## src/rtl/aes_ctrl_seq_pkg.sv

```systemverilog
// Shared definitions for the AES round-control sequencer and its control-signal decoder.
// The state codes are part of the interface contract, so both stages take them from here.
package aes_ctrl_seq_pkg;

  typedef enum logic [3:0] {
    S0 = 4'b0000,  // idle
    S1 = 4'b0001,  // encrypt load
    S2 = 4'b0010,  // encrypt main round
    S3 = 4'b0011,  // encrypt final round
    S4 = 4'b0100,  // decrypt load
    S5 = 4'b0101,  // decrypt first round
    S6 = 4'b0110,  // decrypt main round
    S7 = 4'b0111,  // decrypt final round
    S8 = 4'b1000,  // ciphertext out
    S9 = 4'b1001   // plaintext out
  } state_t;

  localparam int NR_DEFAULT = 10;
  localparam int NR_MIN     = 2;
  localparam int NR_MAX     = 15;

  function automatic logic is_output_state(input state_t s);
    return (s == S8) || (s == S9);
  endfunction

endpackage

```

## src/rtl/aes_ctrl_seq.sv

```systemverilog
// AES round-control sequencer: walks the load / round / final / output states for
// encrypt or decrypt and exposes the registered state code and round counter.
module aes_ctrl_seq
  import aes_ctrl_seq_pkg::*;
#(
  parameter int NR = NR_DEFAULT
) (
  input  logic       clk,
  input  logic       rst,
  input  logic       start,
  input  logic       mode,
  input  logic       out_ack,
  output logic [3:0] Q,
  output logic [3:0] round,
  output logic       busy,
  output logic       done
);

  if (NR < NR_MIN || NR > NR_MAX) begin : g_bad_nr
    $error("aes_ctrl_seq: NR must be within 2..15");
  end

  localparam logic [3:0] LP_NR    = 4'(NR);
  localparam logic [3:0] LP_NR_M1 = 4'(NR - 1);

  state_t     r_state;
  logic [3:0] r_round;

  // NOTE: state is updated with non-blocking assignments only, so every branch
  // below reads the pre-edge r_state/r_round regardless of statement order.
  always_ff @(posedge clk or negedge rst) begin
    if (!rst) begin
      r_state <= S0;
      r_round <= '0;
    end else begin
      case (r_state)
        S0: begin
          r_round <= '0;
          if (start) r_state <= mode ? S4 : S1;
        end
        S1: begin
          r_state <= S2;
          r_round <= 4'd1;
        end
        S2, S6: begin
          if (r_round < LP_NR_M1) begin
            r_round <= r_round + 4'd1;
          end else begin
            r_state <= (r_state == S2) ? S3 : S7;
            r_round <= LP_NR;
          end
        end
        S3: r_state <= S8;
        S4: begin
          r_state <= S5;
          r_round <= 4'd1;
        end
        S5: begin
          // With only two rounds there is no main round between first and final.
          if (LP_NR == 4'd2) begin
            r_state <= S7;
            r_round <= LP_NR;
          end else begin
            r_state <= S6;
            r_round <= 4'd2;
          end
        end
        S7: r_state <= S9;
        S8, S9: begin
          if (out_ack) begin
            r_state <= S0;
            r_round <= '0;
          end
        end
        // NOTE: codes 1010..1111 are unreachable in normal operation; the default
        // branch makes any upset recover to idle in one edge instead of locking up.
        default: begin
          r_state <= S0;
          r_round <= '0;
        end
      endcase
    end
  end

  assign Q     = r_state;
  assign round = r_round;
  assign busy  = (r_state != S0);
  assign done  = is_output_state(r_state);

endmodule

```

## config.mk

```make
export PLATFORM = sky130hd
export DESIGN_NAME = aes_ctrl_seq
export DESIGN_NICKNAME = d
export VERILOG_FILES = /design/src/rtl/aes_ctrl_seq_pkg.sv /design/src/rtl/aes_ctrl_seq.sv
export SDC_FILE = /design/constraint.sdc
export NUM_CORES = 1
export LEC_CHECK = 0
export ABC_CLOCK_PERIOD_IN_PS = 3900
export CAP_MARGIN = 20
export CORE_AREA = 2 2 39 41
export CTS_CLUSTER_DIAMETER = 40
export DETAILED_ROUTE_END_ITERATION = 16
export DIE_AREA = 0 0 41 43
export PLACE_DENSITY = 0.74
export SYNTH_ARGS = -nofsm -noshare
export SYNTH_HDL_FRONTEND = slang
export SYNTH_SLANG_ARGS = --single-unit
```

## constraint.sdc

```tcl
create_clock -name clk -period 3.9 [get_ports clk]
set_input_delay 0.78 -clock clk [delete_from_list [all_inputs] [get_ports clk]]
set_output_delay 0.78 -clock clk [all_outputs]
set_load 0.01 [all_outputs]
```

# After elaboration in Yosys (flattened, before gate mapping)
# Cells that the tools add are included.
dict set report totals {
  regBits 8
  in_bits 5
  output_inout_bits 10
}
dict set report classes {
  n_addsub 1
  order_cmp 1
  eq_ne 12
  muxes 8
  n_bitwise 1
  reduce_logical 9
}
# cell count
set op_table {}
lappend op_table {{4-bit one-hot mux with 8 select lines} 1}
lappend op_table {{4-bit one-hot mux with 5 select lines} 1}
lappend op_table {{4-bit by 3-bit equality test with 1-bit output (second input constant)} 4}
lappend op_table {{4-bit 2-to-1 mux} 4}
lappend op_table {{4-bit by 2-bit equality test with 1-bit output (second input constant)} 2}
lappend op_table {{4-bit equality test (second input constant)} 2}
lappend op_table {{2-bit OR reduction} 4}
lappend op_table {{3-bit 2-to-1 mux} 2}
lappend op_table {{2-bit != test (second input constant)} 3}
lappend op_table {{4-bit by 1-bit adder with 4-bit output (second input constant)} 1}
lappend op_table {{4-bit by 1-bit equality test with 1-bit output (second input constant)} 1}
lappend op_table {{4-bit logical NOT} 1}
lappend op_table {{4-bit less-than comparator (second input constant)} 1}
lappend op_table {{4-bit nonzero test} 1}
lappend op_table {{3-bit AND reduction} 1}
lappend op_table {{2-bit AND reduction} 1}
lappend op_table {{1-bit logical OR} 1}
lappend op_table {{1-bit NOT} 1}

# Depth between registers and ports, before layout
dict set report logic_depth {
  depth_word 4
  depth_mapped 6
  ltp_nobuf 6
}

# Worst setup path after synthesis
# OpenSTA, ideal clock, no wires.
dict set report synth_path {
  path_type {register -> output}
  start {reg r_state[3] (netlist: Q[3])}
  end {out done}
  t_arrival_ns 0.846
  required_time_ns 3.120
  path_slack_ns 2.274
  stages_incl_launch_ff 3
  path_cell_list {dfrtp_1 > buf_6 > nor3b_4}
}
dict set report synth_between {
  elab_chain_cells 2
}
# element line
set synth_lines {}
lappend synth_lines {{start: declaration} aes_ctrl_seq.sv:26} ;# state_t r_state;
lappend synth_lines {{start signal: assignment} aes_ctrl_seq.sv:39} ;# if (start) r_state <= mode ? S4 : S1;
lappend synth_lines {{start signal: assignment} aes_ctrl_seq.sv:49} ;# r_state <= (r_state == S2) ? S3 : S7;
lappend synth_lines {{4-bit equality test} aes_ctrl_seq_pkg.sv:23} ;# return (s == S8) || (s == S9);
lappend synth_lines {{1-bit logical OR (*)} aes_ctrl_seq_pkg.sv:23}
lappend synth_lines {{end: declaration} aes_ctrl_seq.sv:16} ;# output logic done
# Mark *: on every way between the ends. The rest lies on a longest branch, timed or not.

# Final worst setup path
# Ends and elaborated chain as after synthesis.

==> results.json <==
{
  "finalWorstSetupSlack_ps": 1372,
  "p_total_mw": 0.5970,
  "fmax_mhz": 395.6,
  "gp_congestion": 0.7702,
  "rsz0062_at_grt": "false",
  "cts.sinks": 8,
  "ys_types": 25,
  "power.leakage_nw": 0.3000,
  "critPathSlowestCell": "dfrtp_1",
  "dr.pass1.iters": 4,
  "yosysTopAreaCellShare_pct": 36.12,
  "cp_num_cells": 2,
  "syn_area_per_cell_um2": 10.08,
  "final.min_clock_period_ps": 2528,
  "grt_pass1_wl_mm": 1.814,
  "synth_area_um2": 554.3,
  "yosysWarnings": 0,
  "p_seq_share_pct": 32.9,
  "slew_headroom_pct": 69.35,
  "drc_errors": 0,
  "p_per_area_nw_per_um2": 858.2,
  "path_cells": "nor3b_4 -> clkdlybuf4s50_1",
  "synthFlopType": "dfrtp_1",
  "die_h_um": 43,
  "cp-start-kind": "flip-flop",
  "ant_nets": 0,
  "vias_per_cell": 5.369,
  "die_w_um": 41,
  "initial_core_util_pct": 40.05,
  "hpwl_um": 780.9,
  "crit_family": "flip-flops",
  "worst_ep_required_time_ps": 3120,
  "fp-row-count": 14,
  "antenna_found_initial": 0,
  "p_clk_share_pct": 11.1,
  "dpl_cell_area_um2": 673.1,
  "peakVddDrop_v": 0.0003191,
  "ios": 15,
  "post_drt_wl_per_cell_um": 13.05,
  "synth-edff-count": 0,
  "grt_max_degree": 13,
  "p_int_mw": 0.3402,
  "routed_wl_mm": 1.096,
  "tightest_slew_ps": 459.7,
  "maxSlewViolCount": 0,
  "ys_seq_area_share_pct": 36.12,
  "port-buffer-count": 14,
  "final.setup.tns_ps": 0,
  "postSynthCellCount": 55,
  "p_sw_share_pct": 43.01,
  "hp-class": "reg -> reg",
  "register_area_um2": 200.2,
  "fillCellCount": 138,
  "num_antenna_cells": 0,
  "ctsHoldBuffers": 0,
  "hold_ws_ps": 519.0,
  "track_usage_pct": 15.27,
  "multi_input_area_um2": 290.3,
  "synth_area_leaders": "dfrtp_1 36%, nor3b_4 6.8%, nor2_1 4.7%",
  "die-area_um2": 1763,
  "area_growth_pct": 25.51,
  "crit_fanout": 12,
  "period_share_pct": 64.82,
  "setup.worst_path.class": "reg -> out",
  "clock_latency_ps": 260,
  "arrival_ps": 1750,
  "end_kind": "output port",
  "syn_nets": 62,
  "worst-path-buf-inv": 1,
  "cts_buffers": 3,
  "power_switching_mw": 0.2568,
  "final_hold_viol_count": 0,
  "cts-root-buf": "clkbuf_4",
  "cts_tree": "done",
  "synth_top_cell_by_area": "dfrtp_1",
  "clk_pin_slew_ps": 60,
  "cap_violations": 0,
  "ys_async_sr_fraction_pct": 100.0,
  "drive_gt1_share_pct": 13.24,
  "fin_skew_ps": 6.169,
  "dp_slack_ps": 1672,
  "setup_violations": 0,
  "cts_resized": 0,
  "grt_pass1_vias": 417,
  "final_cell_area_um2": 695.7,
  "pwr-share-comb_pct": 56.0,
  "status": "complete, no violations",
  "cp_slowest_stage_delay_ps": 620,
  "finalNetCount": 77,
  "cts_max_level": 1,
  "drt_iter0_markers": 18,
  "core_area_um2": 1384,
  "synth_seq_cells": 8,
  "hold_path_depth": 1,
  "overflow": 0,
  "post_cts_buffers": 0,
  "cts_buffer_depth": 2,
  "ff2ff_path_depth": 4,
  "vias": 451
}
cell type report:
class | count | share of cell area (%)
Timing Repair Buffer | 14 | 20.14
Inverter | 6 | 3.237
Tap cell | 16 | 2.878
Multi-Input combinational cell | 37 | 41.73
Sequential cell | 8 | 28.78
Clock buffer | 3 | 3.237
power groups by stage:
stage / Sequential (mW) / Clock (mW) / Combinational, mW
floorplan: 0.158 / 0 / 0.285
global placement: 0.195 / 0 / 0.330
detailed placement: 0.196 / 0 / 0.334
CTS: 0.195 / 0.0680 / 0.335
global route: 0.204 / 0.0724 / 0.367
finish: 0.196 / 0.0660 / 0.335
synthesized netlist by cell type (2+ instances only):
cell     number
nor3b_4       2
ha_1          2
mux2i_1       2
nor2_1        7
xnor2_1       2
dfrtp_1       8
a21o_1        2
nand2_1       4
inv_1         6
a21oi_1       4
buf_6         2
worst paths after layout:
check / start / to / slack [ps]
max: Q[3] / done / 1370
min: round[2] / round[2] / 520
max reg2reg: Q[1] / Q[0] / 2310
min reg2reg: round[2] / round[2] / 520
max in group asynchronous: rst / round[2] / 2820
min in group asynchronous: rst / Q[2] / 800
sequential cells by signal (all words and copies together) (netlist names):
name and count:
Q 4, round 4
per-layer routing:
layer / GRT usage (%) / vias up / routed length, um
met5: 0 / - / 0
met4: 10.00 / 0 / 35
met3: 3.141 / 6 / 70
met2: 21.25 / 20 / 498
met1: 20.39 / 209 / 493
li1: - / 216 / -
per-stage QoR:
stage / utilization [%] / cells
after global routing: 50.27 / 84
after CTS: 50.27 / 84
after global placement: 48.64 / 81
after floorplan: - / 55
final: 50.27 / 84
after detailed placement: 48.64 / 81
layout by cell type (no fill, tap or decap):
cell type        instances
a21oi_1                  4
nor3_1                   1
o41ai_1                  1
a22oi_1                  1
a21o_2                   1
ha_1                     2
a21boi_4                 1
nor2_1                   7
nand2b_1                 1
inv_1                    6
o32ai_1                  1
o21ai_0                  1
mux2i_1                  2
nand2_1                  4
o2bb2ai_2                1
a2bb2oi_1                1
a41oi_1                  1
o31ai_2                  1
dfrtp_1                  8
a21o_1                   2
clkbuf_4                 3
xnor2_1                  2
nor3b_4                  2
clkdlybuf4s50_1         14
cells by family (layout without fill, tap and decap cells):
logic type	count (synthesis)	in the layout	synth area share, %
AOI/OAI and AO/OA	16	16	24.83
and+or+nand+nor	15	15	16.25
buffers and inverters	10	23	11.51
DFF	8	8	36.12
adders and majority gates	2	2	4.514
xor gates and xnor gates	2	2	3.161
muxes	2	2	3.612
Note: power is estimated with default switching activity, not from simulation.
